<file path="src/rtl/scroll_display_driver_pkg.sv">
// scroll_display_driver_pkg -- segment font constants, sizing helper and parameter checks.
// Rev 1.0
`default_nettype none

package scroll_display_driver_pkg;

  // Active-low segment patterns, bit order {a,b,c,d,e,f,g}
  localparam logic [6:0] SEG_0     = 7'b0000001;
  localparam logic [6:0] SEG_1     = 7'b1001111;
  localparam logic [6:0] SEG_2     = 7'b0010010;
  localparam logic [6:0] SEG_3     = 7'b0000110;
  localparam logic [6:0] SEG_4     = 7'b1001100;
  localparam logic [6:0] SEG_5     = 7'b0100100;
  localparam logic [6:0] SEG_6     = 7'b0100000;
  localparam logic [6:0] SEG_7     = 7'b0001111;
  localparam logic [6:0] SEG_8     = 7'b0000000;
  localparam logic [6:0] SEG_9     = 7'b0000100;
  localparam logic [6:0] SEG_A     = 7'b0001000;
  localparam logic [6:0] SEG_B     = 7'b1100000;
  localparam logic [6:0] SEG_C     = 7'b0110001;
  localparam logic [6:0] SEG_D     = 7'b1000010;
  localparam logic [6:0] SEG_E     = 7'b0110000;
  localparam logic [6:0] SEG_F     = 7'b0111000;
  localparam logic [6:0] SEG_BLANK = 7'b1111111;

  // Ceiling log2, never below 1 so the result can always size a vector
  function automatic int clog2(input int value);
    int result;
    result = 1;
    for (int i = 1; i < 31; i++) begin
      if ((longint'(1) << i) < longint'(value)) result = i + 1;
    end
    return result;
  endfunction

  function automatic bit params_ok(input int num_digits, input int msg_len,
                                   input int refresh_div, input int debounce_cyc,
                                   input int auto_div);
    return (num_digits >= 1) && (msg_len >= num_digits) && (refresh_div >= 2) &&
           (debounce_cyc >= 1) && (auto_div >= 1);
  endfunction

endpackage

`default_nettype wire

</file>
<file path="src/rtl/scroll_display_driver_font.sv">
// seg7_font -- combinational hex digit to active-low 7-segment decoder.
// Rev 1.0
`default_nettype none

module seg7_font
  import scroll_display_driver_pkg::*;
(
  input  logic [3:0] value,
  output logic [6:0] seg
);

  always_comb begin
    seg = SEG_BLANK;
    case (value)
      4'h0: seg = SEG_0;
      4'h1: seg = SEG_1;
      4'h2: seg = SEG_2;
      4'h3: seg = SEG_3;
      4'h4: seg = SEG_4;
      4'h5: seg = SEG_5;
      4'h6: seg = SEG_6;
      4'h7: seg = SEG_7;
      4'h8: seg = SEG_8;
      4'h9: seg = SEG_9;
      4'hA: seg = SEG_A;
      4'hB: seg = SEG_B;
      4'hC: seg = SEG_C;
      4'hD: seg = SEG_D;
      4'hE: seg = SEG_E;
      4'hF: seg = SEG_F;
      default: seg = SEG_BLANK;
    endcase
  end

endmodule

`default_nettype wire

</file>
<file path="src/rtl/scroll_display_driver.sv">
// scroll_display_driver -- multiplexed N-digit 7-segment driver with a scrolling message window.
// Rev 1.0
`default_nettype none

module scroll_display_driver
  import scroll_display_driver_pkg::*;
#(
  parameter int NUM_DIGITS   = 4,
  parameter int MSG_LEN      = 16,
  parameter int REFRESH_DIV  = 16,
  parameter int DEBOUNCE_CYC = 4,
  parameter int AUTO_DIV     = 1024
) (
  input  logic                        clk,
  input  logic                        reset,
  input  logic                        button,
  input  logic                        auto_en,
  input  logic                        dir,
  input  logic [4*MSG_LEN-1:0]        msg,
  output logic [NUM_DIGITS-1:0]       an,
  output logic [6:0]                  seg,
  output logic                        dp,
  output logic [clog2(MSG_LEN)-1:0]   pos
);

  localparam int POS_W  = clog2(MSG_LEN);
  localparam int S_W    = clog2(REFRESH_DIV);
  localparam int D_W    = clog2(NUM_DIGITS);
  localparam int DB_W   = clog2(DEBOUNCE_CYC + 1);
  localparam int AUTO_W = clog2(AUTO_DIV);
  localparam int IDX_W  = clog2(2 * MSG_LEN);

  if (!params_ok(NUM_DIGITS, MSG_LEN, REFRESH_DIV, DEBOUNCE_CYC, AUTO_DIV)) begin : g_param_check
    $error("scroll_display_driver: illegal parameter combination");
  end

  logic              sync_meta;
  logic              sync_level;
  logic              db_level;
  logic              db_level_q;
  logic [DB_W-1:0]   db_cnt;
  logic [AUTO_W-1:0] auto_cnt;
  logic [S_W-1:0]    slot;
  logic [D_W-1:0]    digit;
  logic              btn_step;
  logic              auto_step;
  logic              step;
  logic [IDX_W-1:0]  char_idx;
  logic [3:0]        char_val;
  logic [6:0]        font_seg;

  // Button: two-flop synchroniser, then a level debouncer
  always_ff @(posedge clk) begin
    if (reset) begin
      sync_meta  <= 1'b0;
      sync_level <= 1'b0;
      db_level   <= 1'b0;
      db_level_q <= 1'b0;
      db_cnt     <= '0;
    end else begin
      sync_meta  <= button;
      sync_level <= sync_meta;
      db_level_q <= db_level;
      if (sync_level == db_level) begin
        db_cnt <= '0;
      end else if (db_cnt == DB_W'(DEBOUNCE_CYC - 1)) begin
        db_level <= ~db_level;
        db_cnt   <= '0;
      end else begin
        db_cnt <= db_cnt + 1'b1;
      end
    end
  end

  assign btn_step = db_level & ~db_level_q;

  always_ff @(posedge clk) begin
    if (reset || !auto_en) begin
      auto_cnt <= '0;
    end else if (auto_cnt == AUTO_W'(AUTO_DIV - 1)) begin
      auto_cnt <= '0;
    end else begin
      auto_cnt <= auto_cnt + 1'b1;
    end
  end

  assign auto_step = auto_en && (auto_cnt == AUTO_W'(AUTO_DIV - 1));
  // Coincident button and auto steps merge into a single advance
  assign step      = btn_step | auto_step;

  always_ff @(posedge clk) begin
    if (reset) begin
      pos <= '0;
    end else if (step) begin
      if (dir) begin
        pos <= (pos == '0) ? POS_W'(MSG_LEN - 1) : pos - 1'b1;
      end else begin
        pos <= (pos == POS_W'(MSG_LEN - 1)) ? '0 : pos + 1'b1;
      end
    end
  end

  always_ff @(posedge clk) begin
    if (reset) begin
      slot  <= '0;
      digit <= '0;
    end else if (slot == S_W'(REFRESH_DIV - 1)) begin
      slot  <= '0;
      digit <= (digit == D_W'(NUM_DIGITS - 1)) ? '0 : digit + 1'b1;
    end else begin
      slot <= slot + 1'b1;
    end
  end

  // Sum stays below 2*MSG_LEN, so one conditional subtract is the modulo
  always_comb begin
    char_idx = IDX_W'(pos) + IDX_W'(NUM_DIGITS - 1) - IDX_W'(digit);
    if (char_idx >= IDX_W'(MSG_LEN)) char_idx = char_idx - IDX_W'(MSG_LEN);
  end

  always_comb begin
    char_val = 4'h0;
    for (int i = 0; i < MSG_LEN; i++) begin
      if (char_idx == IDX_W'(i)) char_val = msg[4*i +: 4];
    end
  end

  seg7_font u_font (
    .value (char_val),
    .seg   (font_seg)
  );

  // Slot 0 of every digit period is dark to hide ghosting while switching anodes
  always_ff @(posedge clk) begin
    if (reset || slot == '0) begin
      an  <= '1;
      seg <= SEG_BLANK;
    end else begin
      an  <= ~(NUM_DIGITS'(1) << digit);
      seg <= font_seg;
    end
  end

  assign dp = 1'b1;

endmodule

`default_nettype wire

</file>
<file path="config.mk">
export PLATFORM = sky130hd
export DESIGN_NAME = scroll_display_driver
export DESIGN_NICKNAME = d
export VERILOG_FILES = /design/src/rtl/scroll_display_driver_pkg.sv /design/src/rtl/scroll_display_driver_font.sv /design/src/rtl/scroll_display_driver.sv
export SDC_FILE = /design/constraint.sdc
export NUM_CORES = 1
export LEC_CHECK = 0
export BUFFER_PORTS_ARGS = -buffer_cell sky130_fd_sc_hd__buf_2
export CELL_PAD_IN_SITES_DETAIL_PLACEMENT = 0
export CELL_PAD_IN_SITES_GLOBAL_PLACEMENT = 1
export CORE_AREA = 2 2 93 73
export CTS_BUF_LIST = sky130_fd_sc_hd__clkbuf_2
export DETAILED_ROUTE_END_ITERATION = 12
export DIE_AREA = 0 0 95 75
export PLACE_DENSITY = 0.95
export SYNTH_ARGS = -nofsm -noshare
export SYNTH_HDL_FRONTEND = slang
export SYNTH_SLANG_ARGS = --single-unit
</file>
<file path="constraint.sdc">
create_clock -name clk -period 5.9 [get_ports clk]
set_clock_uncertainty 0.15 [all_clocks]
set_input_delay 0 -clock clk [delete_from_list [all_inputs] [get_ports clk]]
set_output_delay 0 -clock clk [all_outputs]
set_load 0.005 [all_outputs]
</file>
==> impl_metrics.json <==
{
  "synthFlopType": "dfxtp_1",
  "powerDensity_nw_per_um2": 174,
  "critPathArrivalTime_ns": 4.44,
  "async_flop_share": 0,
  "cts_made_buffers": 5,
  "finalWorstSetupSlack_ns": 1.54,
  "p_int_mw": 0.421,
  "static-leakage-power_nw": 1.41,
  "crit_fanout": 25,
  "rsz0062_at_grt": "false",
  "synth_top_family_by_area": "compound AO/OA/AOI/OAI gates",
  "core_um2": 6160,
  "grt_max_degree": 33,
  "p_sw_mw": 0.121,
  "grt_pass1_wl_um": 9400,
  "vias": 2262,
  "vias_per_cell": 5.14,
  "ir_drop_mv": 0.136,
  "outcome": "complete, no violations",
  "synth_xor_area_frac": 0.0447,
  "power_frac_seq": 0.497,
  "placed_cell_area_um2": 2970,
  "final_common_cell": "buf_2",
  "swShare": 0.224,
  "yosys-top-cells-area": "dfxtp_1 (30%), ha_1 (9.8%), mux2i_1 (5.5%), nor2_1 (3.8%), mux4_2 (3.5%)",
  "power_frac_comb": 0.141,
  "synth_edf_count": 0,
  "yosys.area.top_type": "dfxtp_1",
  "first_global_vias": 2148,
  "clockPowerShare": 0.362,
  "grt_antenna_before_repair": 0,
  "clk_path_buf_depth": 2,
  "die_h_um": 75,
  "ys_ff_latch": 38,
  "syn-num-nets": 367,
  "n_antenna_cell": 0,
  "endpoint_kind": "flop",
  "grt_use_total": 0.166,
  "final_cell_mix": "buf_2 (83), dfxtp_1 (38), nor2_1 (26)",
  "wl_per_cell_um": 12.9,
  "hp-class": "primary input to flop",
  "cts_sinks": 38,
  "cts_tree": "done",
  "htreeDepth": 2,
  "ios": 85,
  "routed_wl_um": 5690,
  "die-area_um2": 7130,
  "hpwl_um": 4350,
  "gp_congestion": 0.813,
  "first_pass_iters": 5,
  "synthSimpleGateAreaFrac": 0.174,
  "tightest_slew_ns": 0.979,
  "netlist_instances": 277,
  "period_share": 0.739,
  "synth_fa_ha_area_frac": 0.106,
  "finalSetupViolCount": 0,
  "numPortBuffers": 83,
  "fmax_ghz": 0.229,
  "synth_compound_area_frac": 0.180,
  "yosys_warnings": 0,
  "fin_crit_ns": 4.36,
  "path_clk_slew_ns": 0.18,
  "num_rows": 25,
  "synthMuxAreaShare": 0.129,
  "drive_gt1_frac": 0.306,
  "critPathLaunchType": "flop",
  "clock_latency_ns": 0.38,
  "place_ws_ns": 1.61,
  "critPathRequiredTime_ns": 5.98,
  "initial_utilization": 0.414,
  "yosysSeqAreaShare": 0.298,
  "synth.avg_cell_area_um2": 9.20,
  "drc": 0,
  "maxCapViolCount": 0,
  "ys_types": 60,
  "slew_viol_final": 0,
  "final_nets": 448,
  "grt_overflow": 0,
  "fin_tns_setup_ns": 0,
  "worstSetupPathType": "flop to flop",
  "first_iter_violations": 57,
  "slew_headroom": 0.348,
  "fin_area_um2": 3120,
  "syn_to_final_growth_pct": 22.4,
  "die_w_um": 95,
  "syn_area_um2": 2550,
  "cts_root_buf": "clkbuf_2",
  "ant_nets": 0,
  "hold_violations": 0,
  "yosysTopAreaCellShare": 0.298
}
## stage by stage
stage	hold WS, ns	instances	total power, mW	util
global route	0.229	440	0.566	0.506
global placement	0.0609	426	0.348	0.482
floorplan	-0.0218	277	0.314	-
detailed placement	0.0731	426	0.349	0.482
CTS	0.179	440	0.547	0.506
finish	0.183	440	0.542	0.506
## cell families after synthesis
kind of cell | Yosys count
buffers and inverters | 34
other | 1
adder cells (fa/ha/maj) | 21
multiplexers | 25
AO/OA/AOI/OAI | 59
flip-flops | 38
AND/OR/NAND/NOR | 86
XOR/XNOR | 13
## worst max-delay path, cell delays in order (launching register included)
cell      delay (ns)
dfxtp_1         0.41
inv_1           0.09
ha_1            0.28
ha_1            0.21
fa_1            1.07
and2b_4         0.32
a221o_1         0.17
o211ai_1        0.10
a211oi_1        0.40
a31o_2          0.24
inv_1           0.12
ha_1            0.22
mux2_1          0.29
nand2_1         0.07
o211ai_1        0.09
## sequential cells by signal (all words and copies together) (netlist names)
register	flops
pos	4
db_level	1
sync_meta	1
db_cnt	3
db_level_q	1
digit	2
sync_level	1
seg	7
an	4
slot	4
auto_cnt	10
## timing repair
action,in CTS,in global routing
buffers inserted,0,0
hold buffers,6,0
resized for setup,0,0
endpoints found under the hold margin,24,0
## final timing paths
check	start	endpoint	slack (ns)	cells after the start
setup / recovery	digit[1]$_SDFFE_PP0P_	seg[0]$_SDFF_PP1_	1.54	14
hold / removal	msg[56]	seg[5]$_SDFF_PP1_	0.18	6
setup reg to reg	digit[1]$_SDFFE_PP0P_	seg[0]$_SDFF_PP1_	1.54	14
hold reg to reg	db_cnt[0]$_SDFF_PP0_	db_cnt[0]$_SDFF_PP0_	0.28	1
## synthesized netlist by cell type (5+ instances only)
master	n
a21oi_1	13
inv_1	18
nand3_1	7
xnor2_1	6
nand2_1	22
mux2i_1	14
a211oi_1	5
dfxtp_1	38
nor2_1	26
o21ai_0	7
xor2_1	7
buf_2	6
ha_1	20
## power by group through the flow
stage                     Sequential (mW)  Clock [mW]  Combinational [mW]
final                               0.269       0.196              0.0766
after global placement              0.275           0              0.0731
after floorplan                     0.275           0              0.0394
after detailed placement            0.274           0              0.0741
after global routing                0.270       0.210              0.0859
after CTS                           0.269       0.201              0.0773
## metal layers
metal,wire (um),vias to the layer above,share of wire,GRT usage
met3,304,10,0.053,0.0430
met5,0,-,0,0
li1,-,1153,-,-
met2,2550,49,0.45,0.262
met1,2740,1050,0.48,0.224
met4,104,0,0.018,0.0564
## final cells by class
class,instances,area (um2)
Multi-Input combinational cell,205,1620
Inverter,18,67.6
Tap cell,81,101
Fill cell,560,3040
Sequential cell,38,761
Timing Repair Buffer,90,483
Clock inverter,3,63.8
Clock buffer,5,25.0
No activity file was read; power rests on OpenSTA's default activity.
